<file path="config.mk">
export PLATFORM = sky130hd
export DESIGN_NAME = mskaes_32bits_inv_state_datapath
export DESIGN_NICKNAME = d
export VERILOG_FILES = /design/src/rtl/mskaes_32bits_inv_state_datapath_pkg.sv /design/src/rtl/mskaes_32bits_inv_state_datapath_inv_mc.sv /design/src/rtl/mskaes_32bits_inv_state_datapath.sv
export SDC_FILE = /design/constraint.sdc
export NUM_CORES = 1
export LEC_CHECK = 0
export BUFFER_PORTS_ARGS = -buffer_cell sky130_fd_sc_hd__buf_2
export CAP_MARGIN = 20
export CORE_AREA = 2 2 281 283
export DETAILED_ROUTE_END_ITERATION = 8
export DIE_AREA = 0 0 283 285
export PLACE_DENSITY_LB_ADDON = 0.2
export SYNTH_ARGS = -nofsm -noshare
export SYNTH_HDL_FRONTEND = slang
export SYNTH_HIERARCHICAL = 1
export SYNTH_SLANG_ARGS = --single-unit
</file>
<file path="constraint.sdc">
create_clock -name clk -period 3.5 [get_ports clk]
set_input_delay 0.525 -clock clk [delete_from_list [all_inputs] [get_ports clk]]
set_output_delay 0.525 -clock clk [all_outputs]
set_load 0.005 [all_outputs]
</file>
<file path="src/rtl/mskaes_32bits_inv_state_datapath_pkg.sv">
// rtl/mskaes_32bits_inv_state_datapath_pkg.sv - shared types, limits and GF(2^8) helpers for the masked inverse AES state datapath
package mskaes_32bits_inv_state_datapath_pkg;

    typedef enum logic [1:0] {
        ST_IDLE  = 2'd0,
        ST_PASS  = 2'd1,
        ST_FINAL = 2'd2,
        ST_DONE  = 2'd3
    } fsm_state_t;

    localparam int NROUNDS = 10;
    localparam int LAT_MIN = 1;
    localparam int LAT_MAX = 8;

    function automatic logic [7:0] xtime(input logic [7:0] b);
        return {b[6:0], 1'b0} ^ (b[7] ? 8'h1b : 8'h00);
    endfunction

    function automatic logic [7:0] gmul9(input logic [7:0] b);
        logic [7:0] x8;
        x8 = xtime(xtime(xtime(b)));
        return x8 ^ b;
    endfunction

    function automatic logic [7:0] gmul11(input logic [7:0] b);
        logic [7:0] x2;
        logic [7:0] x8;
        x2 = xtime(b);
        x8 = xtime(xtime(x2));
        return x8 ^ x2 ^ b;
    endfunction

    function automatic logic [7:0] gmul13(input logic [7:0] b);
        logic [7:0] x4;
        logic [7:0] x8;
        x4 = xtime(xtime(b));
        x8 = xtime(x4);
        return x8 ^ x4 ^ b;
    endfunction

    function automatic logic [7:0] gmul14(input logic [7:0] b);
        logic [7:0] x2;
        logic [7:0] x4;
        logic [7:0] x8;
        x2 = xtime(b);
        x4 = xtime(x2);
        x8 = xtime(x4);
        return x8 ^ x4 ^ x2;
    endfunction

endpackage

</file>
<file path="src/rtl/mskaes_32bits_inv_state_datapath_inv_mc.sv">
// rtl/mskaes_32bits_inv_state_datapath_inv_mc.sv - share-wise InvMixColumns on one shared column
// InvMixColumns is linear, so applying it to each share independently keeps the sharing intact.
module mskaes_32bits_inv_state_datapath_inv_mc
    import mskaes_32bits_inv_state_datapath_pkg::*;
#(
    parameter int d = 2
) (
    input  logic [32*d-1:0] sh_col,
    output logic [32*d-1:0] sh_col_mc
);

    for (genvar s = 0; s < d; s++) begin : g_share
        logic [7:0] a0;
        logic [7:0] a1;
        logic [7:0] a2;
        logic [7:0] a3;

        assign a0 = sh_col[8*d*0 + 8*s +: 8];
        assign a1 = sh_col[8*d*1 + 8*s +: 8];
        assign a2 = sh_col[8*d*2 + 8*s +: 8];
        assign a3 = sh_col[8*d*3 + 8*s +: 8];

        assign sh_col_mc[8*d*0 + 8*s +: 8] = gmul14(a0) ^ gmul11(a1) ^ gmul13(a2) ^ gmul9(a3);
        assign sh_col_mc[8*d*1 + 8*s +: 8] = gmul9(a0)  ^ gmul14(a1) ^ gmul11(a2) ^ gmul13(a3);
        assign sh_col_mc[8*d*2 + 8*s +: 8] = gmul13(a0) ^ gmul9(a1)  ^ gmul14(a2) ^ gmul11(a3);
        assign sh_col_mc[8*d*3 + 8*s +: 8] = gmul11(a0) ^ gmul13(a1) ^ gmul9(a2)  ^ gmul14(a3);
    end

endmodule

</file>
<file path="src/rtl/mskaes_32bits_inv_state_datapath.sv">
// rtl/mskaes_32bits_inv_state_datapath.sv - column-serial masked AES-128 decryption state datapath around an external inverse Sbox
module mskaes_32bits_inv_state_datapath
    import mskaes_32bits_inv_state_datapath_pkg::*;
#(
    parameter int d   = 2,
    parameter int LAT = 4
) (
    input  logic              clk,
    input  logic              rst,
    input  logic              in_valid,
    output logic              in_ready,
    input  logic [128*d-1:0]  sh_ciphertext,
    output logic              key_req,
    output logic [3:0]        key_rnd,
    output logic [1:0]        key_col,
    input  logic [32*d-1:0]   sh_4bytes_from_key,
    output logic              sb_issue,
    output logic [32*d-1:0]   sh_4bytes_to_SB,
    input  logic [32*d-1:0]   sh_4bytes_from_SB,
    output logic              out_valid,
    input  logic              out_ready,
    output logic [128*d-1:0]  sh_plaintext
);

    localparam int SW = 8*d;
    localparam int CW = 32*d;
    localparam int BW = 128*d;

    if (LAT < LAT_MIN || LAT > LAT_MAX) begin : g_bad_lat
        $error("LAT out of supported range");
    end

    fsm_state_t      fsm_q, fsm_d;
    logic [3:0]      pass_q, pass_d;
    logic [1:0]      col_q, col_d;
    logic            waiting_q, waiting_d;
    logic [2:0]      wait_q, wait_d;
    logic            load;
    logic            commit;
    logic            final_xor;

    logic [BW-1:0]   state_q;
    logic [BW-1:0]   acc_q;
    logic [BW-1:0]   acc_wb;
    logic [LAT-1:0]  tag_v_q;
    logic [LAT-1:0][1:0] tag_c_q;
    logic            rb_v;
    logic [1:0]      rb_col;

    logic [CW-1:0]   cur_col;
    logic [CW-1:0]   key_x;
    logic [CW-1:0]   mc_col;

    assign cur_col = state_q[CW*int'(col_q) +: CW];
    assign key_x   = cur_col ^ sh_4bytes_from_key;

    mskaes_32bits_inv_state_datapath_inv_mc #(
        .d (d)
    ) u_inv_mc (
        .sh_col    (key_x),
        .sh_col_mc (mc_col)
    );

    assign sh_4bytes_to_SB = (pass_q == 4'd0) ? key_x : mc_col;
    assign sh_plaintext    = state_q;

    assign rb_v   = tag_v_q[LAT-1];
    assign rb_col = tag_c_q[LAT-1];

    // Results land in a shadow copy so that, for short Sbox latencies, writebacks
    // never disturb columns of the current pass that are still waiting to be issued.
    always_comb begin
        logic [1:0] dst;
        acc_wb = acc_q;
        dst    = 2'd0;
        if (rb_v) begin
            for (int r = 0; r < 4; r++) begin
                dst = rb_col + 2'(r);
                acc_wb[CW*int'(dst) + SW*r +: SW] = sh_4bytes_from_SB[SW*r +: SW];
            end
        end
    end

    always_ff @(posedge clk) begin
        if (rst) begin
            fsm_q     <= ST_IDLE;
            pass_q    <= 4'd0;
            col_q     <= 2'd0;
            waiting_q <= 1'b0;
            wait_q    <= 3'd0;
        end else begin
            fsm_q     <= fsm_d;
            pass_q    <= pass_d;
            col_q     <= col_d;
            waiting_q <= waiting_d;
            wait_q    <= wait_d;
        end
    end

    always_comb begin
        fsm_d     = fsm_q;
        pass_d    = pass_q;
        col_d     = col_q;
        waiting_d = waiting_q;
        wait_d    = wait_q;
        in_ready  = 1'b0;
        key_req   = 1'b0;
        key_rnd   = 4'd0;
        key_col   = col_q;
        sb_issue  = 1'b0;
        out_valid = 1'b0;
        load      = 1'b0;
        commit    = 1'b0;
        final_xor = 1'b0;
        unique case (fsm_q)
            ST_IDLE: begin
                in_ready = 1'b1;
                if (in_valid) begin
                    load      = 1'b1;
                    fsm_d     = ST_PASS;
                    pass_d    = 4'd0;
                    col_d     = 2'd0;
                    waiting_d = 1'b0;
                    wait_d    = 3'd0;
                end
            end
            ST_PASS: begin
                if (!waiting_q) begin
                    key_req  = 1'b1;
                    sb_issue = 1'b1;
                    key_rnd  = 4'(NROUNDS) - pass_q;
                    if (col_q == 2'd3) begin
                        waiting_d = 1'b1;
                        wait_d    = 3'd0;
                    end else begin
                        col_d = col_q + 2'd1;
                    end
                end else if (wait_q == 3'(LAT-1)) begin
                    // The last column of this pass returns in this very cycle.
                    commit    = 1'b1;
                    col_d     = 2'd0;
                    waiting_d = 1'b0;
                    if (pass_q == 4'(NROUNDS-1)) begin
                        fsm_d = ST_FINAL;
                    end else begin
                        pass_d = pass_q + 4'd1;
                    end
                end else begin
                    wait_d = wait_q + 3'd1;
                end
            end
            ST_FINAL: begin
                key_req   = 1'b1;
                key_rnd   = 4'd0;
                final_xor = 1'b1;
                col_d     = col_q + 2'd1;
                if (col_q == 2'd3) begin
                    fsm_d = ST_DONE;
                end
            end
            ST_DONE: begin
                out_valid = 1'b1;
                if (out_ready) begin
                    fsm_d = ST_IDLE;
                end
            end
            default: fsm_d = ST_IDLE;
        endcase
    end

    always_ff @(posedge clk) begin
        if (rst) begin
            tag_v_q <= '0;
            tag_c_q <= '0;
        end else begin
            tag_v_q[0] <= sb_issue;
            tag_c_q[0] <= col_q;
            for (int i = 1; i < LAT; i++) begin
                tag_v_q[i] <= tag_v_q[i-1];
                tag_c_q[i] <= tag_c_q[i-1];
            end
        end
    end

    always_ff @(posedge clk) begin
        acc_q <= acc_wb;
        if (load) begin
            state_q <= sh_ciphertext;
        end else if (commit) begin
            state_q <= acc_wb;
        end else if (final_xor) begin
            state_q[CW*int'(col_q) +: CW] <= key_x;
        end
    end

endmodule

</file>
---- After elaboration in Yosys (flattened, before gate mapping) ----
Index checks and enable logic that the tools add are counted.
word-level totals
  register bits ........................... 536
  latch bits .............................. 0
  bits in writable memories ............... 0
  memory bits (read-only) ................. 0
  input port bits ......................... 388
  output and inout bits ................... 330
  word-level logic and storage cells ...... 236
  memories kept ........................... 0
operators by class
  add/sub/neg operators ................... 15
  multipliers ............................. 0
  div/mod/pow operators ................... 0
  $lt $le $gt $ge ......................... 0
  equality and inequality tests ........... 17
  shift-type cells ........................ 11
  multiplexer cells ....................... 74
  bitwise operators ....................... 97
  reductions and logical operators ........ 10
operators with widths
  cell                                                                       count
  256-bit bitwise mux                                                        5
  256-bit two-way mux                                                        4
  16-bit by 33-bit variable shift with 256-bit output, first input constant  4
  16-bit by 33-bit variable part select with 256-bit output                  4
  8-bit bitwise XOR                                                          91
  64-bit by 33-bit variable shift with 256-bit output, first input constant  1
  256-bit by 9-bit variable part select with 64-bit output                   1
  64-bit by 33-bit variable part select with 256-bit output                  1
  5-bit two-way mux                                                          24
  9-bit negation with 33-bit output                                          3
  8-bit negation with 33-bit output                                          2
  64-bit two-way mux                                                         1
  64-bit bitwise XOR                                                         1
  8-bit by 5-bit bitwise XOR with 8-bit output                               5
  4-bit two-way mux                                                          6
  2-bit two-way mux                                                          10
  8-bit by 6-bit adder with 9-bit output, second input constant              2
  1-bit two-way mux                                                          14
  2-bit != test, second input constant                                       7
  3-bit two-way mux                                                          4
  3-bit != test, second input constant                                       4
  8-bit by 5-bit adder with 9-bit output, second input constant              1
  2-bit case mux with 4 select lines                                         1
  4-bit case mux with 2 select lines                                         1
  20 further kinds                                                           27

---- Logic depth before layout (Yosys ltp) ----
Gate-level depths: netlist (run 1).
  depth after elaboration ................. 14
  mapped depth ............................ 13
  depth with buffers taken out ............ 9

---- By module ----
Netlist (run 1), hierarchy kept.
modules (own cells, without submodules)
  module                                   instances  cells each  area an instance (µm²)  seq. area each (µm²)
  mskaes_32bits_inv_state_datapath         1          2228        24857.6                 13292.7
  mskaes_32bits_inv_state_datapath_inv_mc  1          385         4105.2                  0.0

---- Worst setup path after synthesis (run 1) ----
OpenSTA, ideal clock, no wires.
  path type ............................... flip-flop to output port
  start ................................... reg col_q[0] (netlist: key_col[0])
  end ..................................... out sh_4bytes_to_SB[27]
  arrival ................................. 3349 ps
  data required time ...................... 2975 ps
  setup slack ............................. -374 ps
  stages on the path, launching flop included .. 13
  buffers on the path ..................... 3
  cell sequence ........................... dfxtp_1 > buf_6 > buf_4 > mux4_2 > xnor2_2 > inv_1 > buf_2 > xor3_1 > xnor3_1 > xnor3_1 > xnor2_1 > nor2_1 > a21oi_1
between the ends
  elaborated cells between the ends (all ways) .. 35
  those cells by class .................... shift (1); mux (11); bitwise (23)
RTL lines
  element                                                   RTL line                                       source
  from (decl)                                               mskaes_32bits_inv_state_datapath.sv:35         logic [1:0] col_q, col_d;
  from (signal assigned)                                    mskaes_32bits_inv_state_datapath.sv:94         col_q <= col_d;
  256-bit by 9-bit variable part select with 64-bit output  mskaes_32bits_inv_state_datapath.sv:54         assign cur_col = state_q[CW*int'(col_q) +: CW];
  64-bit bitwise XOR                                        mskaes_32bits_inv_state_datapath.sv:55         assign key_x = cur_col ^ sh_4bytes_from_key;
  net key_x[61]                                             mskaes_32bits_inv_state_datapath.sv:51         logic [CW-1:0] key_x;
  8-bit bitwise XOR (2 in a row)                            mskaes_32bits_inv_state_datapath_pkg.sv:16     return {b[6:0], 1'b0} ^ (b[7] ? 8'h1b : 8'h00);
  5-bit two-way mux                                         mskaes_32bits_inv_state_datapath_pkg.sv:16
  8-bit bitwise XOR                                         mskaes_32bits_inv_state_datapath_pkg.sv:16
  8-bit bitwise XOR (2 in a row)                            mskaes_32bits_inv_state_datapath_pkg.sv:38     return x8 ^ x4 ^ b;
  8-bit bitwise XOR                                         mskaes_32bits_inv_state_datapath_inv_mc.sv:24  assign sh_col_mc[8*d*1 + 8*s +: 8] = gmul9(a0) ^ gmul14(a1) ^ gmul11(a2) ^ gmul13(a3);
  net mc_col[27]                                            mskaes_32bits_inv_state_datapath.sv:52         logic [CW-1:0] mc_col;
  64-bit two-way mux                                        mskaes_32bits_inv_state_datapath.sv:64         assign sh_4bytes_to_SB = (pass_q == 4'd0) ? key_x : mc_col;
  to (decl)                                                 mskaes_32bits_inv_state_datapath.sv:18         output logic [32*d-1:0] sh_4bytes_to_SB,
The timed path passes the listed nets, and every way through them passes these cells.

---- Final worst setup path (run 1) ----
  start ................................... reg col_q[0] (netlist: key_col[0])
  end ..................................... out sh_4bytes_to_SB[6]
between the ends
  elaborated cells between the ends (all ways) .. 29
  those cells by class .................... shift (1); mux (5); bitwise (23)
RTL lines
  element                                                   RTL line                                       source
  256-bit by 9-bit variable part select with 64-bit output  mskaes_32bits_inv_state_datapath.sv:54
  64-bit bitwise XOR                                        mskaes_32bits_inv_state_datapath.sv:55
  net key_x[21]                                             mskaes_32bits_inv_state_datapath.sv:51
  8-bit bitwise XOR                                         mskaes_32bits_inv_state_datapath_pkg.sv:16
  8-bit bitwise XOR (2 in a row)                            mskaes_32bits_inv_state_datapath_pkg.sv:30     return x8 ^ x2 ^ b;
  8-bit bitwise XOR (3 in a row)                            mskaes_32bits_inv_state_datapath_inv_mc.sv:23  assign sh_col_mc[8*d*0 + 8*s +: 8] = gmul14(a0) ^ gmul11(a1) ^ gmul13(a2) ^ gmul9(a3);
  net mc_col[6]                                             mskaes_32bits_inv_state_datapath.sv:52
  64-bit two-way mux                                        mskaes_32bits_inv_state_datapath.sv:64
The timed path passes the listed nets, and every way through them passes these cells.

==> key figures, run 1 <==
Synthesis
  – Post-synth EDFFs: 256
  – Synthesized instance count: 2613
  – Syn Std Cell Area: 29000 sq um
  – Netlist cell types: 60
  – Avg Inst Size Synth: 11.1 sq um
  – Register area share after synthesis: 45.9%
  – Ys async rst share: 0%
  – Synth warnings: 6
  – Synthesized flop and latch total: 536
  – Share of the synthesized area in the top cell type: 26.5%
  – Synth Net Count: 3022
  – Dominant synthesized flop cell: dfxtp_1
  – Synth area leaders: edfxtp_1 (27%), dfxtp_1 (19%), o221ai_1 (7.7%)
  – Cell taking the most area after synthesis: edfxtp_1

Timing
  – Worst Skew: 0.0265 ns
  – Max Transition Viols Final: 0
  – Relative slew slack: 22.6%
  – Hold_ws: 0.143 ns
  – # setup viols final: 64
  – Fmax: 213 MHz
  – Count of final hold-check violations: 0
  – Min setup slack post-route: -1.18 ns
  – Crit share post-route: 134%
  – Setup TNS: -64.10 ns
  – Slew at the pin closest to its max-slew limit: 1.16 ns
  – RSZ-0062 raised after global routing: yes
  – Final Critical Period: 4.68 ns

CTS
  – H-tree depth: 2
  – CTS buffer count: 59
  – Clock Tree Root: clkbuf_16
  – Clock transition at path regs: 0.06 ns
  – Worst-Skew Late Latency: 0.66 ns
  – TritonCTS clock tree: done
  – Hold_buf cts: 0
  – Clock Sinks: 536
  – Clk buf depth: 3

Cells and area
  – Area of the multi-input gates: 15300 sq um
  – Layout net count: 4184
  – Share of post-route cells with drive strength above 1: 46.6%
  – Post-layout util: 54.0%
  – Commonest non-fill, non-tap cell in the layout: buf_2
  – Filler cells: 6990
  – Register area: 13300 sq um
  – Area Growth Syn to Fin: 45.3%
  – Commonest non-fill, non-tap cells in the layout: buf_2 (706), buf_4 (508), inv_1 (285), dfxtp_1 (278), nand2_1 (271)

GRT
  – Vias in the first global route: 27.1k
  – Initial antenna violation count: 20
  – Largest net degree at the start of global routing: 129
  – GRT Total Usage: 32.5%
  – Total grt overflow: 0
  – First-pass GRT wire length: 191 mm

Detailed routing
  – Iter 0 DRT Violations: 2992
  – DR WL met2: 65.1 mm
  – Drt total wl: 137 mm
  – Via Count: 27.6k
  – DR top layer: met5
  – Initial DRT Pass Iterations: 6
  – Residual DRC count: 0
  – Avg WL per Cell: 28.0 microns
  – Routed vias/inst: 5.64
  – ANT nets after route: 0
  – Met3 Routed Length: 10.8 mm
  – Wire length on met1: 55.9 mm

Setup path
  – Critical path class: flop to output port
  – R2R cell count: 7
  – WP buf/inv: 5
  – Largest delay share family, worst path: XOR/XNOR gates
  – Critical path arrival: 4.16 ns
  – Crit path required time: 2.97 ns
  – Crit-path max FO: 9
  – Most common cell on crit path: xnor2_4
  – Reg2Reg Setup Slack: 0.54 ns
  – Crit-path cells: buf_12, buf_16, mux4_2, xnor2_4, inv_2, buf_6, xnor2_4, xor3_2, xnor2_4, xnor2_2, nor2_1, a21oi_1, buf_2
  – Critical Path Sink Type: output port
  – Crit path launch type: flop
  – R2r endpoint: sh_plaintext[97]$_DFFE_PP_
  – Reg2Reg Launch Point: fsm_q[0]$_SDFFE_PP0P_
  – Crit-path slowest cell: mux4_2
  – Crit path largest cell delay: 0.57 ns

Floorplanning
  – Die X: 283 microns
  – Core area: 78000 sq um
  – Die area: 80700 sq um
  – Number of cell rows: 103
  – Die Y: 285 microns
  – Initial core utilization: 37.1%
  – # IOs: 718

Run
  – # Max-Cap Violations: 0

Placed design
  – Post-DP HPWL: 98.4 mm
  – GP Congestion: 0.975
  – DP Worst Slack: -0.714 ns
  – Port bufs: 717

Outcome
  – Status: finished with violations
  – Failing checks: setup timing

Min path
  – Hold Path Stages: 3
  – Hold Crit Start: sh_ciphertext[10]
  – Hold WC Path Type: input port to flop
  – Hold Crit Endpoint: sh_plaintext[10]$_DFFE_PP_
-- routing by layer --
metal  track usage, %  vias up
met5                0        -
met1             43.7    13900
met4             11.9       10
met2             53.4     1582
li1                 -    11800
met3             4.55      275
-- per-stage QoR --
stage / cell area [sq um] / std cells
after floorplan: 29400 / 2613
after global placement: 37900 / 4711
after detailed placement: 37900 / 4711
after CTS: 41400 / 4858
after global routing: 42100 / 4890
final: 42100 / 4891
-- how the worst max path moves through the flow --
| stage | startpoint | slack, ns | endpoint | cells past startpoint |
|---|---|---|---|---|
| after floorplan | key_col[0]$_SDFFE_PP0P_ | -0.13 | sh_4bytes_to_SB[60] | 12 |
| after global placement | key_col[0]$_SDFFE_PP0P_ | -0.69 | sh_4bytes_to_SB[3] | 13 |
| after detailed placement | key_col[0]$_SDFFE_PP0P_ | -0.71 | sh_4bytes_to_SB[3] | 13 |
| after CTS | key_col[0]$_SDFFE_PP0P_ | -1.16 | sh_4bytes_to_SB[37] | 13 |
| after global routing | key_col[0]$_SDFFE_PP0P_ | -1.24 | sh_4bytes_to_SB[11] | 14 |
| final | key_col[0]$_SDFFE_PP0P_ | -1.18 | sh_4bytes_to_SB[6] | 13 |
-- worst register-to-register path, stage by stage, from the launching register on --
cell	delay (ns)
dfxtp_1	0.40
inv_1	0.10
ha_1	0.34
a32oi_2	0.63
and2b_1	0.35
nand4_4	0.27
buf_4	0.38
o221ai_1	0.30
-- synthesized netlist by cell type, types with 3 or more instances --
cell / n
o21a_1: 3
nand2_1: 279
xnor3_1: 47
buf_4: 11
a21oi_1: 75
xnor2_2: 59
nor2_1: 79
nor2b_1: 14
nand2b_1: 3
xor2_1: 69
edfxtp_1: 256
a32oi_1: 144
inv_1: 331
nand3_1: 8
or2_2: 3
buf_2: 49
o211ai_1: 4
ha_1: 21
nor3_2: 3
mux4_2: 64
nand3b_1: 3
clkbuf_1: 145
xor3_1: 7
nor3_1: 3
o221ai_1: 255
nor3b_1: 3
dfxtp_1: 280
xnor2_1: 229
a22oi_1: 110
o21ai_0: 7
xnor2_4: 11
-- cell families after synthesis --
logic type                 Yosys count  synth area share (%)
AOI/OAI and AO/OA                  607                  16.8
xor gates and xnor gates           424                  17.8
adders and majority gates           21                 0.907
buffers and inverters              543                  7.56
DFF                                536                  45.9
muxes                               66                  5.05
and+or+nand+nor                    416                  6.03
-- cell type report --
| class | count | share of cell area [%] |
|---|---|---|
| sequential | 536 | 31.6 |
| timing repair buffer | 1312 | 21.0 |
| multi-input combinational | 1534 | 36.3 |
| antenna | 15 | 0.0892 |
| clock inverter | 27 | 0.606 |
| tap | 1050 | 3.12 |
| clock buffer | 85 | 4.13 |
| inverter | 332 | 3.10 |
-- state kept, by name (all words and copies together) (netlist names) --
signal,count
acc_q,256
wait_q,3
fsm_q,2
tag_v_q,4
rb_col,2
tag_c_q,6
key_col,2
pass_q,4
waiting_q,1
sh_plaintext,256
-- repair_timing --
| item | CTS | global route |
|---|---|---|
| setup buffers | 36 | 20 |
| pin swaps | 58 | 37 |
| gates resized for setup | 215 | 94 |
| setup endpoints to repair | 64 | 64 |
| gates cloned | 2 | 0 |
Power of run 1 is not shown: default switching activity piles up to over one toggle a cycle in this logic, so the estimate is an artifact.
==> run 2, diff against run 1 <==
Settings changed: CTS_CLUSTER_DIAMETER from default to 80, SETUP_SLACK_MARGIN from default to 0.1.
==> run 2 against run 1 <==
Effect of this change:
- the run still ends with setup timing left
- clock skew up 0.0041 ns
- non-clock buffer count is 62 higher
- flip-flop and latch count unchanged
- highest routed layer unchanged
- critical endpoint is now sh_4bytes_to_SB[43]
- critical path type unchanged
- final area rose by 3.5%
==> key figures, run 2 (same netlist as run 1, synthesis figures left out) <==
Outcome
  – Status: finished with violations
  – Failing checks: setup timing

Floorplanning
  – Core area: 78000 sq um
  – Number of cell rows: 103
  – Die area: 80700 sq um
  – Die X: 283 microns
  – # IOs: 718
  – Initial core utilization: 37.1%
  – Die Y: 285 microns

Placed design
  – Post-DP HPWL: 106 mm
  – Port bufs: 717
  – GP Congestion: 1.00
  – Placed Cells: 4710

Detailed routing
  – Avg WL per Cell: 29.0 microns
  – ANT nets after route: 0
  – Via Count: 28.4k
  – Initial DRT Pass Iterations: 7
  – Drt total wl: 144 mm
  – Residual DRC count: 0
  – Iter 0 DRT Violations: 3283
  – Routed vias/inst: 5.73

Setup path
  – Origin of the worst setup path: key_col[0]$_SDFFE_PP0P_
  – Crit path required time: 2.97 ns
  – Reg2Reg Setup Slack: 0.51 ns
  – Crit-path slowest cell: mux4_2
  – Critical path class: flop to output port
  – Reg2Reg Launch Point: key_col[0]$_SDFFE_PP0P_
  – R2R cell count: 9
  – Crit path largest cell delay: 0.57 ns
  – Worst setup path endpoint: sh_4bytes_to_SB[43]
  – R2r endpoint: sh_plaintext[44]$_DFFE_PP_
  – Crit path launch type: flop
  – Critical path arrival: 4.23 ns
  – Critical Path Sink Type: output port
  – Crit-path max FO: 7
  – Crit-path cells: buf_12, buf_6, buf_12, mux4_2, xnor2_4, inv_2, buf_6, xnor3_1, xor2_1, xnor3_1, xnor2_1, nor2_1, a21oi_1, buf_4, buf_2

Timing
  – Slew at the pin closest to its max-slew limit: 1.13 ns
  – Setup TNS: -69.66 ns
  – Fmax: 210 MHz
  – Max Transition Viols Final: 0
  – # setup viols final: 64
  – Worst Skew: 0.0306 ns
  – RSZ-0062 raised after global routing: yes
  – Relative slew slack: 24.4%
  – Final Critical Period: 4.75 ns
  – Min setup slack post-route: -1.25 ns
  – Crit share post-route: 136%
  – Count of final hold-check violations: 0

GRT
  – Initial antenna violation count: 30
  – Largest net degree at the start of global routing: 86
  – Total grt overflow: 0
  – GRT Total Usage: 34.2%
  – Vias in the first global route: 28.5k
  – First-pass GRT wire length: 202 mm

CTS
  – Clock Sinks: 536
  – TritonCTS clock tree: done
  – Clk buf depth: 3
  – H-tree depth: 2
  – Clock Tree Root: clkbuf_16
  – Clock transition at path regs: 0.06 ns
  – Worst-Skew Late Latency: 0.65 ns
  – CTS buffer count: 58

Min path
  – Hold WC Path Type: input port to flop

Cells and area
  – Filler cells: 6815
  – Share of post-route cells with drive strength above 1: 48.5%
  – Area Growth Syn to Fin: 50.4%
  – Commonest non-fill, non-tap cell in the layout: buf_2
  – Layout net count: 4245
  – Register area: 13300 sq um
  – Area of the multi-input gates: 16000 sq um
  – Final Non-Filler Cells: 4962
  – Commonest non-fill, non-tap cells in the layout: buf_2 (696), buf_4 (530), inv_1 (288), dfxtp_1 (278), nand2_1 (271)

Run
  – # Max-Cap Violations: 0
-- run 2: cell types whose count changed in the layout (fill, tap and decap cells not counted), sizes merged, moves of 4 or more --
cell,before,now
clkinv,23,15
bufinv,2,6
inv,329,325
clkinvlp,5,11
buf,1312,1374
diode,15,27
-- run 2: repair_timing --
action                                 4_1_cts  5_1_grt
endpoints found under the hold margin        0        0
hold buffers                                 0        0
buffers inserted                            72       50
resized for setup                          248      148
pin swaps                                   91      106
setup endpoints to repair                   64       64
-- run 2: per-layer routing --
metal  up-vias  global-route usage [%]  part of all wire, %
met5         -                       0                0.043
met4         8                    14.4                  4.7
met3       409                    5.06                  8.7
met2      1929                    55.2                   46
met1     14100                    46.1                   40
li1      12000                       -                    -
-- run 2: how the worst min path moves through the flow --
stage | slack [ns] | cells after the start | from | endpoint
finish | 0.15 | 3 | sh_ciphertext[253] | sh_plaintext[253]$_DFFE_PP_
global route | 0.15 | 3 | sh_ciphertext[58] | sh_plaintext[58]$_DFFE_PP_
CTS | 0.13 | 3 | sh_ciphertext[253] | sh_plaintext[253]$_DFFE_PP_
detailed placement | 0.42 | 1 | tag_c_q[1]$_SDFF_PP0_ | tag_c_q[3]$_SDFF_PP0_
global placement | 0.42 | 2 | acc_q[189]$_DFF_P_ | acc_q[189]$_DFF_P_
floorplan | 0.41 | 2 | acc_q[239]$_DFF_P_ | acc_q[239]$_DFF_P_
-- run 2: cell type report --
cell class / instances / area share (%)
Multi-Input combinational cell: 1534 / 36.6
Sequential cell: 536 / 30.5
Timing Repair Buffer: 1374 / 22.0
Clock buffer: 84 / 3.88
Tap cell: 1050 / 3.02
Inverter: 332 / 2.98
Clock inverter: 25 / 0.801
Antenna cell: 27 / 0.155
-- run 2: worst max-delay path, delay by kind of cell (launching register included) --
| kind | cells | cell delay, ns |
|---|---|---|
| compound gates | 1 | 0.19 |
| mux | 1 | 0.57 |
| flops | 1 | 0.38 |
| simple gates | 1 | 0.08 |
| buf+inv | 7 | 0.90 |
| xor+xnor | 5 | 1.44 |
-- run 2: through the flow --
stage          util [%]  hold slack, ns  setup WS (ns)  area (sq um)
2_1_floorplan         -           0.411        -0.0790         29600
6_report           55.9           0.151          -1.25         43600
5_1_grt            55.9           0.152          -1.37         43600
4_1_cts            54.1           0.126          -1.22         42200
3_5_place_dp       48.9           0.422         -0.827         38100
3_3_place_gp       48.9           0.419         -0.814         38100
Power of run 2 is left out for the same reason.
